[src/rtl/dendrite_cfg_loader.sv]
// Shifts a host-written L-word image into the compartment chain (deepest word first); DENDRITE_CFG_VERIFY_EN adds a read-back pass.
// Load takes P*L*2*CLK_DIV cycles after start; writes and start are ignored (wr_ready low) outside IDLE.
module dendrite_cfg_loader #(
  parameter int NUM_COMP       = 4,
  parameter int WORDS_PER_COMP = 3,
  parameter int WORD_LENGTH    = 16,
  parameter int CLK_DIV        = 2,
  localparam int L             = NUM_COMP * WORDS_PER_COMP,
  localparam int AW            = $clog2(L)
) (
  input  logic                   clk,
  input  logic                   reset,
  input  logic                   wr_en,
  input  logic [AW-1:0]          wr_addr,
  input  logic [WORD_LENGTH-1:0] wr_data,
  output logic                   wr_ready,
  input  logic                   start,
  output logic                   busy,
  output logic                   done,
  output logic                   verify_err,
  output logic                   cfg_data_clk,
  output logic [WORD_LENGTH-1:0] cfg_data_out,
  input  logic [WORD_LENGTH-1:0] cfg_chain_in
);

  localparam int DW = $clog2(CLK_DIV + 1);
  localparam logic [DW-1:0] DIV_LAST = DW'(CLK_DIV - 1);
  localparam logic [AW-1:0] LAST = AW'(L - 1);
  localparam logic [AW:0] L_W = (AW + 1)'(L);
`ifdef DENDRITE_CFG_VERIFY_EN
  localparam logic LAST_PASS = 1'b1;
`else
  localparam logic LAST_PASS = 1'b0;
`endif

  typedef enum logic [1:0] {IDLE, SHIFT_LO, SHIFT_HI, DONE} state_t;

  state_t                 state_q, state_d;
  logic [DW-1:0]          div_q, div_d;
  logic [AW-1:0]          idx_q, idx_d;
  logic                   pass_q, pass_d;
  logic [WORD_LENGTH-1:0] image_q [L];
  logic [WORD_LENGTH-1:0] image_d [L];
  logic [WORD_LENGTH-1:0] data_out_q, data_out_d;
  logic                   data_clk_q, data_clk_d;

  logic div_end, last_shift, accept_start, wr_hit;

  assign div_end      = (div_q == DIV_LAST);
  assign last_shift   = (idx_q == LAST) && (pass_q == LAST_PASS);
  assign accept_start = (state_q == IDLE) && start;
  assign wr_hit       = wr_en && (state_q == IDLE) && ({1'b0, wr_addr} < L_W);

  // Image next-value is also the source for the first word, so a write in the start cycle is seen.
  always_comb begin
    image_d = image_q;
    if (wr_hit) image_d[wr_addr] = wr_data;
  end

  always_comb begin
    state_d = state_q;
    case (state_q)
      IDLE:     if (start) state_d = SHIFT_LO;
      SHIFT_LO: if (div_end) state_d = SHIFT_HI;
      SHIFT_HI: if (div_end) state_d = last_shift ? DONE : SHIFT_LO;
      DONE:     state_d = IDLE;
      default:  state_d = IDLE;
    endcase
  end

  always_comb begin
    div_d      = '0;
    idx_d      = idx_q;
    pass_d     = pass_q;
    data_out_d = data_out_q;
    if ((state_d == state_q) && ((state_q == SHIFT_LO) || (state_q == SHIFT_HI)))
      div_d = div_q + DW'(1);
    if (accept_start) begin
      idx_d      = '0;
      pass_d     = 1'b0;
      data_out_d = image_d[LAST];
    end else if ((state_q == SHIFT_HI) && div_end && !last_shift) begin
      if (idx_q == LAST) begin
        idx_d  = '0;
        pass_d = 1'b1;
      end else begin
        idx_d = idx_q + AW'(1);
      end
      data_out_d = image_q[LAST - idx_d];
    end
    data_clk_d = (state_d == SHIFT_HI);
  end

  always_comb begin
    wr_ready = (state_q == IDLE);
    busy     = (state_q != IDLE);
    done     = (state_q == DONE);
  end

  always_ff @(posedge clk) begin
    if (!reset) begin
      state_q    <= IDLE;
      div_q      <= '0;
      idx_q      <= '0;
      pass_q     <= 1'b0;
      data_out_q <= '0;
      data_clk_q <= 1'b0;
      for (int i = 0; i < L; i++) image_q[i] <= '0;
    end else begin
      state_q    <= state_d;
      div_q      <= div_d;
      idx_q      <= idx_d;
      pass_q     <= pass_d;
      data_out_q <= data_out_d;
      data_clk_q <= data_clk_d;
      for (int i = 0; i < L; i++) image_q[i] <= image_d[i];
    end
  end

  assign cfg_data_clk = data_clk_q;
  assign cfg_data_out = data_out_q;

`ifdef DENDRITE_CFG_VERIFY_EN
  logic verify_err_q, verify_err_d;

  // Tail shows image[L-1-j] just before second-pass rise j once pass one has filled the chain.
  always_comb begin
    verify_err_d = verify_err_q;
    if (accept_start)
      verify_err_d = 1'b0;
    else if ((state_q == SHIFT_LO) && div_end && pass_q && (cfg_chain_in != image_q[LAST - idx_q]))
      verify_err_d = 1'b1;
  end

  always_ff @(posedge clk) begin
    if (!reset) verify_err_q <= 1'b0;
    else        verify_err_q <= verify_err_d;
  end

  assign verify_err = verify_err_q;
`else
  logic chain_unused;
  assign chain_unused = ^cfg_chain_in;
  assign verify_err   = 1'b0;
`endif

endmodule
[config.mk]
export PLATFORM = sky130hd
export DESIGN_NAME = dendrite_cfg_loader
export DESIGN_NICKNAME = d
export VERILOG_FILES = /design/src/rtl/dendrite_cfg_loader.sv
export SDC_FILE = /design/constraint.sdc
export NUM_CORES = 1
export LEC_CHECK = 0
export CAP_MARGIN = 40
export CORE_MARGIN = 4
export CORE_UTILIZATION = 40
export DETAILED_ROUTE_END_ITERATION = 12
export PLACE_DENSITY = 0.66
export SYNTH_ARGS = -nofsm -noshare
export SYNTH_HDL_FRONTEND = slang
export SYNTH_SLANG_ARGS = --single-unit
[constraint.sdc]
create_clock -name clk -period 2.74 [get_ports clk]
set_input_delay 0.274 -clock clk [delete_from_list [all_inputs] [get_ports clk]]
set_output_delay 0.274 -clock clk [all_outputs]
set_load 0.01 [all_outputs]
== Yosys cells after proc, flatten, opt, wreduce, memory -nomap -nowiden ==
Cells that the tools add are included.

* Register bits: 218
* Input port bits: 40
* Output and inout port bits: 21
* Logic and storage cells: 69

* Add/sub/neg operators: 3
* Order comparisons: 4
* Eq/ne operators: 7
* Muxes and demuxes: 17
* Bitwise gates (word level): 4
* Reductions and logical operators: 16

{| class="wikitable"
|+ Operators with widths
! kind !! count
|-
| 192-bit bitwise mux || 1
|-
| 16-bit two-way mux || 6
|-
| 16-bit binary-select mux with 4-bit select || 1
|-
| 16-bit demux with 4-bit select || 1
|-
| 4-bit two-way mux || 3
|-
| 5-bit greater-or-equal comparator (second input constant) || 2
|-
| 4-bit inverter with 5-bit output || 2
|-
| 1-bit logical AND || 8
|-
| 2-bit two-way mux || 4
|-
| 2-bit case mux with 4 select lines || 1
|-
| 2-bit == test (second input constant) || 3
|-
| 5-bit by 1-bit < comparator with 1-bit output (second input constant) || 1
|-
| 4-bit by 1-bit adder with 4-bit output (second input constant) || 1
|-
| 2-bit by 1-bit == test with 1-bit output (second input constant) || 2
|-
| 4-bit == test (second input constant) || 1
|-
| 4-bit < comparator (second input constant) || 1
|-
| 2-bit AND reduction || 2
|-
| 2-bit nonzero test || 2
|-
| 4-bit subtractor (first input constant) || 1
|-
| 2-bit by 1-bit adder with 2-bit output (second input constant) || 1
|-
| 2-bit == test || 1
|-
| 2-bit logical NOT || 1
|-
| 1-bit inverter || 2
|-
| 2-bit OR reduction || 1
|-
| 2 further kinds || 2
|}

== Longest topological paths before layout ==
Gate-level depths: netlist of the first run.

* Word-level depth: 13
* Depth in mapped cells: 10
* Gate-level depth less buffers: 7

== Least setup slack after synthesis of the first run ==
No wires, ideal clock.

* Path type: register to register
* Start point: reg state_q[0]
* End point: reg image_q[37] in the netlist's numbering
* Setup time: 0.128 ns
* Arrival time: 2.042 ns
* Required time: 2.612 ns
* Setup slack: 0.570 ns
* Cell stages (with the launch flop): 9
* Path buffers: 2
* Clock period less this slack: 2.170 ns
* Cells stage by stage: dfxtp_1 inv_1 ha_1 buf_2 nand4b_1 nor2_1 buf_2 mux2i_1 nor2_1

* Longest elaborated chain between the ends: 3

{| class="wikitable"
|+ RTL lines
! element !! line !! RTL
|-
| start, declared || 38 || <nowiki>state_t state_q, state_d;</nowiki>
|-
| start signal, assigned || 110 || <nowiki>state_q <= state_d;</nowiki>
|-
| 2-bit logical NOT || -- ||
|-
| named net wr_ready || 16 || <nowiki>output logic wr_ready,</nowiki>
|-
| 1-bit logical AND (2 in a row) || 52 || <nowiki>assign wr_hit = wr_en && (state_q == IDLE) && ({1'b0, wr_addr} < L_W);</nowiki>
|-
| end, declared || 42 || <nowiki>logic [WORD_LENGTH-1:0] image_q [L];</nowiki>
|}

The timed path passes the listed nets, and every way through them passes these cells.
A chain may end at the register's enable or synchronous reset.

== Worst setup path after layout of the first run ==
* Start point: reg state_q[0]
* End point: reg image_q[146] in the netlist's numbering

* Longest elaborated chain between the ends: 3

{| class="wikitable"
|+ RTL lines
! element !! line
|-
| 2-bit logical NOT || 52
|-
| 1-bit logical AND (2 in a row) || 52
|}

No other way between the ends.

==> results of run 1 <==
==> per-stage QoR <==
| step | power [mW] | util [%] | instance area [um2] | cells | setup slack, ns |
|---|---|---|---|---|---|
| finish | 6.96 | 47.7 | 11200 | 1358 | 0.337 |
| global route | 7.21 | 47.7 | 11200 | 1358 | 0.113 |
| CTS | 7.02 | 47.7 | 11200 | 1358 | 0.322 |
| detailed placement | 3.90 | 44.5 | 10500 | 1321 | 0.352 |
| global placement | 3.88 | 44.4 | 10500 | 1320 | 0.382 |
| floorplan | 3.68 | - | 9620 | 1014 | 0.570 |
==> state kept, by name (all words and copies together) (netlist names) <==
| register | flops |
|---|---|
| div_q | 2 |
| pass_q | 1 |
| state_q | 2 |
| cfg_data_out | 16 |
| image_q | 192 |
| cfg_data_clk | 1 |
| idx_q | 4 |
==> cell usage after synthesis, drive strengths merged, types with 2 or more instances <==
library cell  number
a22oi              3
buf               20
a21oi             88
inv                8
mux2i            112
nor2             124
nand2            170
o211ai             3
nand4b             2
dfxtp            218
ha                 6
a211o             16
nand3             20
clkbuf            72
nor3              23
a31oi             18
nand2b            24
or2                2
a221oi            13
o21ai              3
and2               3
mux4              48
and3               2
==> final cells by class <==
class                      instances  area share (%)
clock inverter                     7           0.780
clock buffer                      30            5.98
sequential                       218            38.9
tap                              319            3.56
multi-input combinational        696            43.3
timing repair buffer              80            7.15
inverter                           8           0.312
==> critical path: stages, from the launching register on <==
cell and delay (ns):
dfxtp_1 0.36, inv_1 0.12, ha_1 0.40, nand4b_1 0.36
nand2b_1 0.68, nand2_1 0.26, a21oi_1 0.09
==> power breakdown <==
part	internal, mW	total [mW]	leakage [nW]	switching (mW)
Sequential	3.23	3.27	1.76	0.0397
Clock	1.89	3.14	0.378	1.24
Combinational	0.238	0.560	1.80	0.322
==> logic make-up (layout without fill, tap and decap cells) <==
logic type	after synthesis	count (layout)	share of synthesized area (%)
AO/OA/AOI/OAI	153	153	9.88
XOR/XNOR	1	1	0.0910
adder cells (fa/ha/maj)	6	6	0.780
buffers and inverters	100	125	4.52
flip-flops	218	218	45.3
multiplexers	160	160	22.9
other	1	1	0.0390
AND/OR/NAND/NOR	375	375	16.5
==> per-layer routing <==
layer	up-vias	GRT usage, %
li1	3560	-
met1	3593	27.3
met2	206	29.2
met3	42	3.46
met4	0	4.35
met5	-	0
==> worst min-delay path by stage <==
stage                              from               endpoint  slack (ns)
floorplan                         reset  state_q[0]$_SDFF_PN0_        0.40
global placement    div_q[0]$_SDFF_PN0_    div_q[0]$_SDFF_PN0_        0.41
detailed placement  div_q[0]$_SDFF_PN0_    div_q[0]$_SDFF_PN0_        0.42
CTS                 div_q[0]$_SDFF_PN0_    div_q[0]$_SDFF_PN0_        0.43
global route        div_q[0]$_SDFF_PN0_    div_q[0]$_SDFF_PN0_        0.45
finish              div_q[0]$_SDFF_PN0_    div_q[0]$_SDFF_PN0_        0.43
==> results.yml, run 1 <==
outcome:
  outcome: "finished clean"
synthesis:
  synth_area_um2: 9620
  netlist.area_leader.share_pct: 45.3
  syn_inst: 1014
  post_synth.cell_area_avg_um2: 9.49
  async_flop_share_pct: 0
  synth_area_leader_cell: "dfxtp_1"
  synth-edff-count: 0
  ys_ff_latch: 218
  ys_warn_count: 0
  syn_nets: 1060
  yosysUniqueCellTypes: 45
  ys.flop_type: "dfxtp_1"
  ys_seq_area_share_pct: 45.3
  yosys-top-cells-area: "dfxtp_1, mux2i_1, mux4_2, nand2_1, nor2_1"
layout:
  seq_area_um2: 4360
  drive_above_1_share_pct: 13.6
  area_growth_pct: 16.7
  antennaDiodeCount: 0
  nNetsFinal: 1072
  final_common_cell: "dfxtp_1"
  final_cell_mix: "dfxtp_1, nand2_1, nor2_1"
  fillers: 2238
  multiInputGateArea_um2: 4870
clocking:
  cts_tree: "done"
  cts_resized: 0
  clk_latency_ns: 0.51
  htreeDepth: 1
  cts.path.max_buffers: 3
  cts_setup_buffers: 0
  cts_buffers: 22
  clkSinkCount: 218
  cts.reportedPaths.clkPinSlew_ns: 0.06
  root_buffer: "clkbuf_16"
  cts-hold-fix-buffers: 0
floorplan:
  core_um2: 23500
  die-area_um2: 26600
  start_util_pct: 40.9
  die_w_um: 163
  ios: 61
  fp.dieH_um: 163
  rows: 56
sta:
  fin_tns_setup_ns: 0
  skew_ns: 0.00800
  fmax_mhz: 416
  whs_ns: 0.425
  maxSlewViolCount: 0
  finalCritPeriodShare_pct: 87.7
  finalSetupViolCount: 0
  rsz0062_at_grt: "false"
  timing.slew.headroom_pct: 41.1
  min_period_ns: 2.40
  hold_viol_final: 0
  tightest_slew_ns: 0.883
place:
  place_hpwl_um: 15200
  gp_congestion: 0.768
  io_buffer_count: 43
drt:
  postRouteAntennaNets: 0
  drc: 0
  met2_length_um: 11200
  met3_length_um: 1650
  wl_per_cell_um: 18.4
  vias: 7401
  highest_layer: "met4"
  viasPerCell: 5.45
  wl_met1_um: 11600
  dr.pass1.iters: 5
  drt_iter0_drc: 551
  totalWireLength_um: 24900
flow_run:
  maxCapViolCount: 0
worst_setup_path:
  crit_type: "flop to flop"
  arrival_ns: 2.78
  required_ns: 3.12
  r2r_setup_slack_ns: 0.34
  worstSetupStartpointType: "flop"
  reg2reg_to: "image_q[146]$_SDFFE_PN0P_"
  crit_fanout: 16
  endpoint_kind: "flop"
  startpoint: "state_q[0]$_SDFF_PN0_"
  r2r_start: "state_q[0]$_SDFF_PN0_"
  rr_worst_depth: 6
  endpoint: "image_q[146]$_SDFFE_PN0P_"
hold_path:
  hold_path_class: "flop to flop"
  hold_path_depth: 1
power:
  power.density_nw_per_um2: 620
  p_leak_nw: 3.94
  ir_drop_uv: 470
global_routing:
  grt_first_pass_wirelength_um: 39800
  grt-ovfl-total: 0
  grt_max_degree: 70
  globalRouteTotalUtil_pct: 18.8
  antenna_found_initial: 0
  grt_pass1_vias: 7048
No activity file was read; power rests on OpenSTA's default activity.
==> run 2: changes to the inputs <==
--- a/config.mk
+++ b/config.mk
@@ -6,10 +6,12 @@
 export NUM_CORES = 1
 export LEC_CHECK = 0
 export CAP_MARGIN = 40
-export CORE_MARGIN = 4
+export CORE_MARGIN = 2
 export CORE_UTILIZATION = 40
 export DETAILED_ROUTE_END_ITERATION = 12
 export PLACE_DENSITY = 0.66
+export SKIP_LAST_GASP = 1
+export SLEW_MARGIN = 20
 export SYNTH_ARGS = -nofsm -noshare
 export SYNTH_HDL_FRONTEND = slang
 export SYNTH_SLANG_ARGS = --single-unit
==> results.yml, run 2 (synthesized netlist as in run 1, its figures left out) <==
sta:
  skew_ns: 0.00741
  min_period_ns: 2.35
  tightest_slew_ns: 0.863
  fin_tns_setup_ns: 0
  maxSlewViolCount: 0
  fmax_mhz: 426
  hold_viol_final: 0
  rsz0062_at_grt: "false"
  timing.slew.headroom_pct: 42.4
  finalCritPeriodShare_pct: 85.7
  finalSetupViolCount: 0
  setup_ws_ns: 0.392
layout:
  area_growth_pct: 16.5
  final_cell_mix: "dfxtp_1, nand2_1, nor2_1"
  nNetsFinal: 1077
  final_common_cell: "dfxtp_1"
  drive_above_1_share_pct: 13.5
  fillers: 2225
  antennaDiodeCount: 0
  largest_reg_flops: 192
  largest_register: "image_q"
floorplan:
  fp.dieH_um: 159
  start_util_pct: 40.9
  rows: 56
  die-area_um2: 25300
  ios: 61
  core_um2: 23500
  die_w_um: 159
global_routing:
  grt_max_degree: 62
  grt_first_pass_wirelength_um: 39800
  grt_use_met2_pct: 30.6
  grt_pass1_vias: 7110
  antenna_found_initial: 0
  globalRouteTotalUtil_pct: 19.3
  grt_use_met3_pct: 3.33
  busiest_layer: "met2"
  grt-ovfl-total: 0
  use_met1_pct: 28.0
worst_setup_path:
  required_ns: 3.12
  critical-path-slowest-cell: "mux4_2"
  crit_type: "flop to flop"
  worstSetupStartpointType: "flop"
  crit_chain: "ha_2 > nand2b_4 > o21ba_4 > buf_16 > mux4_2 > a221oi_1 > a31oi_1"
  startpoint: "idx_q[0]$_SDFFE_PP0P_"
  arrival_ns: 2.72
  critPathBufInv: 1
  crit_fanout: 29
  cp_top_family: "compound AO/OA/AOI/OAI gates"
  r2r_start: "idx_q[0]$_SDFFE_PP0P_"
  endpoint_kind: "flop"
  crit_path_max_incr_delay_ns: 0.53
place:
  place_hpwl_um: 15300
  post-place-ws_ns: 0.392
  gp_congestion: 0.774
  io_buffer_count: 43
clocking:
  root_buffer: "clkbuf_16"
  cts-hold-fix-buffers: 0
  cts.reportedPaths.clkPinSlew_ns: 0.06
  cts_tree: "done"
  cts.path.max_buffers: 3
  cts_resized: 0
  clkSinkCount: 218
  cts_buffers: 23
  cts_setup_buffers: 0
  htreeDepth: 1
  clk_latency_ns: 0.50
drt:
  vias: 7462
  viasPerCell: 5.46
  postRouteAntennaNets: 0
  dr.pass1.iters: 5
  wl_per_cell_um: 18.2
  totalWireLength_um: 24900
  drc: 0
  drt_iter0_drc: 576
power:
  p_leak_nw: 3.93
  ir_drop_uv: 493
  power.density_nw_per_um2: 603
hold_path:
  min_from: "div_q[0]$_SDFF_PN0_"
  hold_path_class: "flop to flop"
outcome:
  outcome: "finished clean"
flow_run:
  maxCapViolCount: 0
## run 2: path summary, 6_finish.rpt
| check | slack, ns | end | cells after the start |
|---|---|---|---|
| hold reg to reg | 0.42 | div_q[0]$_SDFF_PN0_ | 1 |
| setup reg to reg | 0.39 | cfg_data_out[9]$_SDFFE_PN0P_ | 7 |
| hold / removal | 0.42 | div_q[0]$_SDFF_PN0_ | 1 |
| setup / recovery | 0.39 | cfg_data_out[9]$_SDFFE_PN0P_ | 7 |
## run 2: final cells by class
| type | instances | area (um2) | area share [%] |
|---|---|---|---|
| Clock buffer | 37 | 688 | 6.14 |
| Inverter | 8 | 35.0 | 0.312 |
| Tap cell | 319 | 399 | 3.56 |
| Timing Repair Buffer | 84 | 841 | 7.50 |
| Sequential cell | 218 | 4360 | 38.9 |
| Multi-Input combinational cell | 696 | 4870 | 43.4 |
| Clock inverter | 4 | 20.0 | 0.179 |
## run 2: worst register-to-register path, delay by kind of cell (launching register included)
| family | cells | cell delay (ns) |
|---|---|---|
| AOI/OAI and AO/OA | 3 | 0.76 |
| adders and majority gates | 1 | 0.21 |
| buffers and inverters | 1 | 0.29 |
| DFF | 1 | 0.31 |
| muxes | 1 | 0.57 |
| and+or+nand+nor | 1 | 0.08 |
## run 2: metal layers
layer | vias up | share of wire (%)
li1 | 3567 | -
met1 | 3657 | 48
met5 | - | 0
met3 | 33 | 5.8
met2 | 205 | 45
met4 | 0 | 1.4
## run 2: stage by stage
step	hold slack [ns]	instance area, um2	cells	total power [mW]	util [%]
6_report	0.424	11200	1366	6.77	47.6
5_1_grt	0.437	11200	1366	7.00	47.6
4_1_cts	0.425	11200	1366	6.82	47.6
3_5_place_dp	0.417	10500	1325	3.89	44.6
3_3_place_gp	0.409	10500	1323	3.89	44.4
2_1_floorplan	0.396	9620	1014	3.68	-
## run 2: power by group
| part | switching, mW | leakage (nW) | internal, mW |
|---|---|---|---|
| logic | 0.322 | 1.82 | 0.237 |
| registers | 0.0411 | 1.76 | 3.23 |
| clock network | 1.23 | 0.352 | 1.71 |
| total | 1.59 | 3.93 | 5.18 |
==> edit 1, RTL diff (flow settings as in run 1) <==
The parameter `CLK_DIV` goes from 2 to 4. Comments in the files are not updated.
--- a/src/rtl/dendrite_cfg_loader.sv
+++ b/src/rtl/dendrite_cfg_loader.sv
@@ -5,5 +5,5 @@
   parameter int WORDS_PER_COMP = 3,
   parameter int WORD_LENGTH    = 16,
-  parameter int CLK_DIV        = 2,
+  parameter int CLK_DIV        = 4,
   localparam int L             = NUM_COMP * WORDS_PER_COMP,
   localparam int AW            = $clog2(L)
Behaviour: not the same (a bounded check fails within 4 cycles, from zero or initial values and one cycle with reset low).
==> edit 1 against run 1 <==
  * Utilization increased by 0.56 points
  * Synthesized area increased by 1.5%
  * Power up 2.0%
  * Via count shrank 1.3%
  * Die area rose by 1.5%
  * Final area increased by 2.1%
  * Worst setup slack got worse by 0.079 ns
  * Sequential cell count increased by 1
  * Routed wire length about the same
  * Maximum frequency fell by 3.2%
  * Sequential power about the same
  * Clock skew is 0.00078 ns higher
  * Global-route usage decreased by 0.41 points
  * Final cell count decreased by 1.6%
==> edit 1: results (changes against run 1) <==
critical path arrival=2.21 ns (-0.57 ns); Final Wtd Congestion=0.8267 (+7.7%); Max Fanout on Critical Path=10 (-6); first-pass GRT wire length=39610 um (-0.45%); via count=7303 (-1.3%); Seq/Total Area, Yosys=44.87% (-0.48 points); DR WL/cell=18.68 um (+1.7%); VDD IR max=0.4290 mV (-8.7%); total leakage power=4.331 nW (+10%); core box area=23750 um2 (+0.89%); commonest cells in the netlist=dfxtp_1, nor2_1, mux2i_1, nand2_1, a21oi_1; number of CTS-inserted buffers=24 (+9.1%); 1st-iter DRT viols=534 (-3.1%); layout cells sized above 1=16.22% (+2.7 points); pin count of the biggest net entering global routing=87 (+24%); hold path cells=2 (+1); cell count after synthesis=971 (-4.2%); status=finished, final reports clean; reg2reg setup slack=0.29 ns (-0.05 ns); final worst path period need=2.482 ns (+0.07882 ns); Synth cell types=56 (+24%); nets=1049 (-2.1%); Inst Count DP=1294 (-2.0%); Post-Route WL=24960 um (about the same); Final Skew=0.008783 ns (+0.0007833 ns); vias in the first global route=7158 (+1.6%); HPWL Detailed=15940 um (+4.7%)
[edit 1: cell count changes after synthesis, moves of 17 or more]
cell,run 1,this run
clkbuf_1,72,53
mux2i_1,112,139
nand2b_1,23,6
nor2_1,123,157
a21oi_1,88,67
nand2_1,170,113
a31oi_1,18,1
[edit 1: area by class of cell]
type                       count  area [um2]  share of cell area [%]
multi-input combinational    658        4971                   43.37
sequential                   219        4384                   38.25
timing repair buffer          90       858.3                   7.489
clock buffer                  36       726.9                   6.343
tap                          319       399.1                   3.483
clock inverter                 6       86.33                  0.7533
inverter                       8       35.03                  0.3057
[edit 1: report_power, final]
part	switching (W)	internal, W
clock network	0.00128	0.00202
logic	0.000307	0.000224
registers	0.0000397	0.00324
[edit 1: metrics by stage]
stage | hold slack, ns | util [%]
2_1_floorplan | 0.4209 | -
3_3_place_gp | 0.4392 | 44.83
3_5_place_dp | 0.4463 | 44.83
4_1_cts | 0.4543 | 48.25
5_1_grt | 0.4700 | 48.25
6_report | 0.4531 | 48.25
[edit 1: final timing paths]
check | start | endpoint
hold reg to reg | image_q[182]$_SDFFE_PN0P_ | image_q[182]$_SDFFE_PN0P_
setup reg to reg | idx_q[1]$_SDFFE_PP0P_ | cfg_data_out[9]$_SDFFE_PN0P_
setup / recovery | state_q[0]$_SDFF_PN0_ | busy
hold / removal | image_q[182]$_SDFFE_PN0P_ | image_q[182]$_SDFFE_PN0P_
[edit 1: layer usage]
metal | vias to the layer above | wire length, um | GRT usage, %
li1 | 3488 | - | -
met1 | 3600 | 10480 | 22.87
met2 | 170 | 12820 | 33.29
met3 | 45 | 1122 | 2.484
met4 | 0 | 537 | 4.994
met5 | - | 0 | 0
[edit 1: worst max-delay path, stage by stage, from the launching register on]
cell and delay, ns:
dfxtp_1 0.43, inv_1 0.12, ha_1 0.37, inv_1 0.21, clkdlybuf4s50_1 0.56
[edit 1: cells by family (layout without fill, tap and decap cells)]
logic type | after synthesis | count (layout) | share of synthesized area, %
AOI/OAI and AO/OA | 143 | 143 | 10.58
xor gates and xnor gates | 1 | 1 | 0.08965
adders and majority gates | 8 | 8 | 1.024
buffers and inverters | 94 | 140 | 4.507
DFF | 219 | 219 | 44.87
muxes | 186 | 186 | 25.07
other | 1 | 1 | 0.03838
and+or+nand+nor | 319 | 319 | 13.83
==> edit 2, RTL diff (settings of run 1) <==
Without the edit above. `data_out_q` no longer has a reset.
--- a/src/rtl/dendrite_cfg_loader.sv
+++ b/src/rtl/dendrite_cfg_loader.sv
@@ -104,5 +104,4 @@
       idx_q      <= '0;
       pass_q     <= 1'b0;
-      data_out_q <= '0;
       data_clk_q <= 1'b0;
       for (int i = 0; i < L; i++) image_q[i] <= '0;
@@ -112,8 +111,11 @@
       idx_q      <= idx_d;
       pass_q     <= pass_d;
-      data_out_q <= data_out_d;
       data_clk_q <= data_clk_d;
       for (int i = 0; i < L; i++) image_q[i] <= image_d[i];
     end
+  end
+
+  always_ff @(posedge clk) begin
+    data_out_q <= data_out_d;
   end
 
Check against the original RTL: not equivalent (Yosys sat finds a counterexample within 4 cycles, from zero or initial values and one cycle with reset low).
==> edit 2 against run 1 <==
  * Final cell count down 5.6%
  * Sequential share of layout area up 2.0 points
  * Critical path depth up 1
  * First-iteration DRC count up 0.18%
  * Hold slack better by 0.00053 ns
  * Final area down 1.3%
  * Synthesized area down 2.0%
  * Clock power down 5%
  * Routed wire length down 2.7%
  * Worst setup slack worse by 0.13 ns
  * Sequential cell count unchanged
  * Power down 0.47%
  * Critical path type unchanged
==> edit 2: results (changes against run 1) <==
max incr delay on CP=0.53 ns (-0.15 ns); Post-Route WL=24260 um (-2.7%); Seq/Total Area, Yosys=47.96% (+2.6 points); initial antenna violation count=1 (+1); Synth area leaders=dfxtp_1, mux2i_1, mux4_2; Final Wtd Congestion=0.7507 (-2.2%); Worst R2R Path Depth=7 (+1); mux contribution to synthesized area=26.42% (+3.5 points); Post-synth EDFFs=16 (+16); slowest CP cell=mux4_2; wire length on met2=12030 um (+7.7%); total leakage power=4.209 nW (+6.9%); vias in the first global route=6899 (-2.1%); measured slew at the worst slew-check pin=0.5524 ns (-0.3310 ns); tap cells=313 (-1.9%); Pint=0.005332 W (-0.49%); pre-CTS setup slack=0.2330 ns (-0.1190 ns); non-clk buf share=7.388% (+0.23 points); via count=6852 (-7.4%); Final Skew=0.005998 ns (-0.002001 ns); pin count of the biggest net entering global routing=64 (-8.6%); Top delay family on crit path=compound AO/OA/AOI/OAI gates; commonest cells in the netlist=dfxtp_1, nor2_1, mux2i_1, nand2_1, a21oi_1; VDD IR max=0.3836 mV (-18%); status=finished, final reports clean; 1st-iter DRT viols=552 (+0.18%); comb_multi_in=620 (-11%); # clk buffers=37 (+23%); post-synthesis adder-cell area fraction=0.7959% (+0.016 points); HPWL Detailed=14790 um (-2.9%); M1 WL=10210 um (-12%); compound-cell area share of the yosys netlist=7.110% (-2.8 points); layout cells sized above 1=13.84% (+0.27 points); routed wl met3=1330 um (-20%); nets=999 (-6.8%); first-pass GRT wire length=38420 um (-3.5%); antenna cells=1 (+1); Inst Count DP=1241 (-6.1%); Net Count, Synth=969 (-8.6%); met2 Use GR=31.33% (+2.2 points)
edit 2: final timing paths:
check | to | startpoint | slack (ns)
setup reg to reg | cfg_data_out[13]$_DFFE_PP_ | idx_q[1]$_SDFFE_PP0P_ | 0.21
hold / removal | div_q[0]$_SDFF_PN0_ | div_q[0]$_SDFF_PN0_ | 0.43
setup / recovery | cfg_data_out[13]$_DFFE_PP_ | idx_q[1]$_SDFFE_PP0P_ | 0.21
hold reg to reg | div_q[0]$_SDFF_PN0_ | div_q[0]$_SDFF_PN0_ | 0.43
edit 2: power by group through the flow:
stage	logic, W	registers (W)	clock network, W
after global routing	0.000646	0.00335	0.00320
final	0.000596	0.00335	0.00299
after detailed placement	0.000591	0.00342	0
after floorplan	0.000327	0.00342	0
after CTS	0.000596	0.00335	0.00305
after global placement	0.000586	0.00341	0
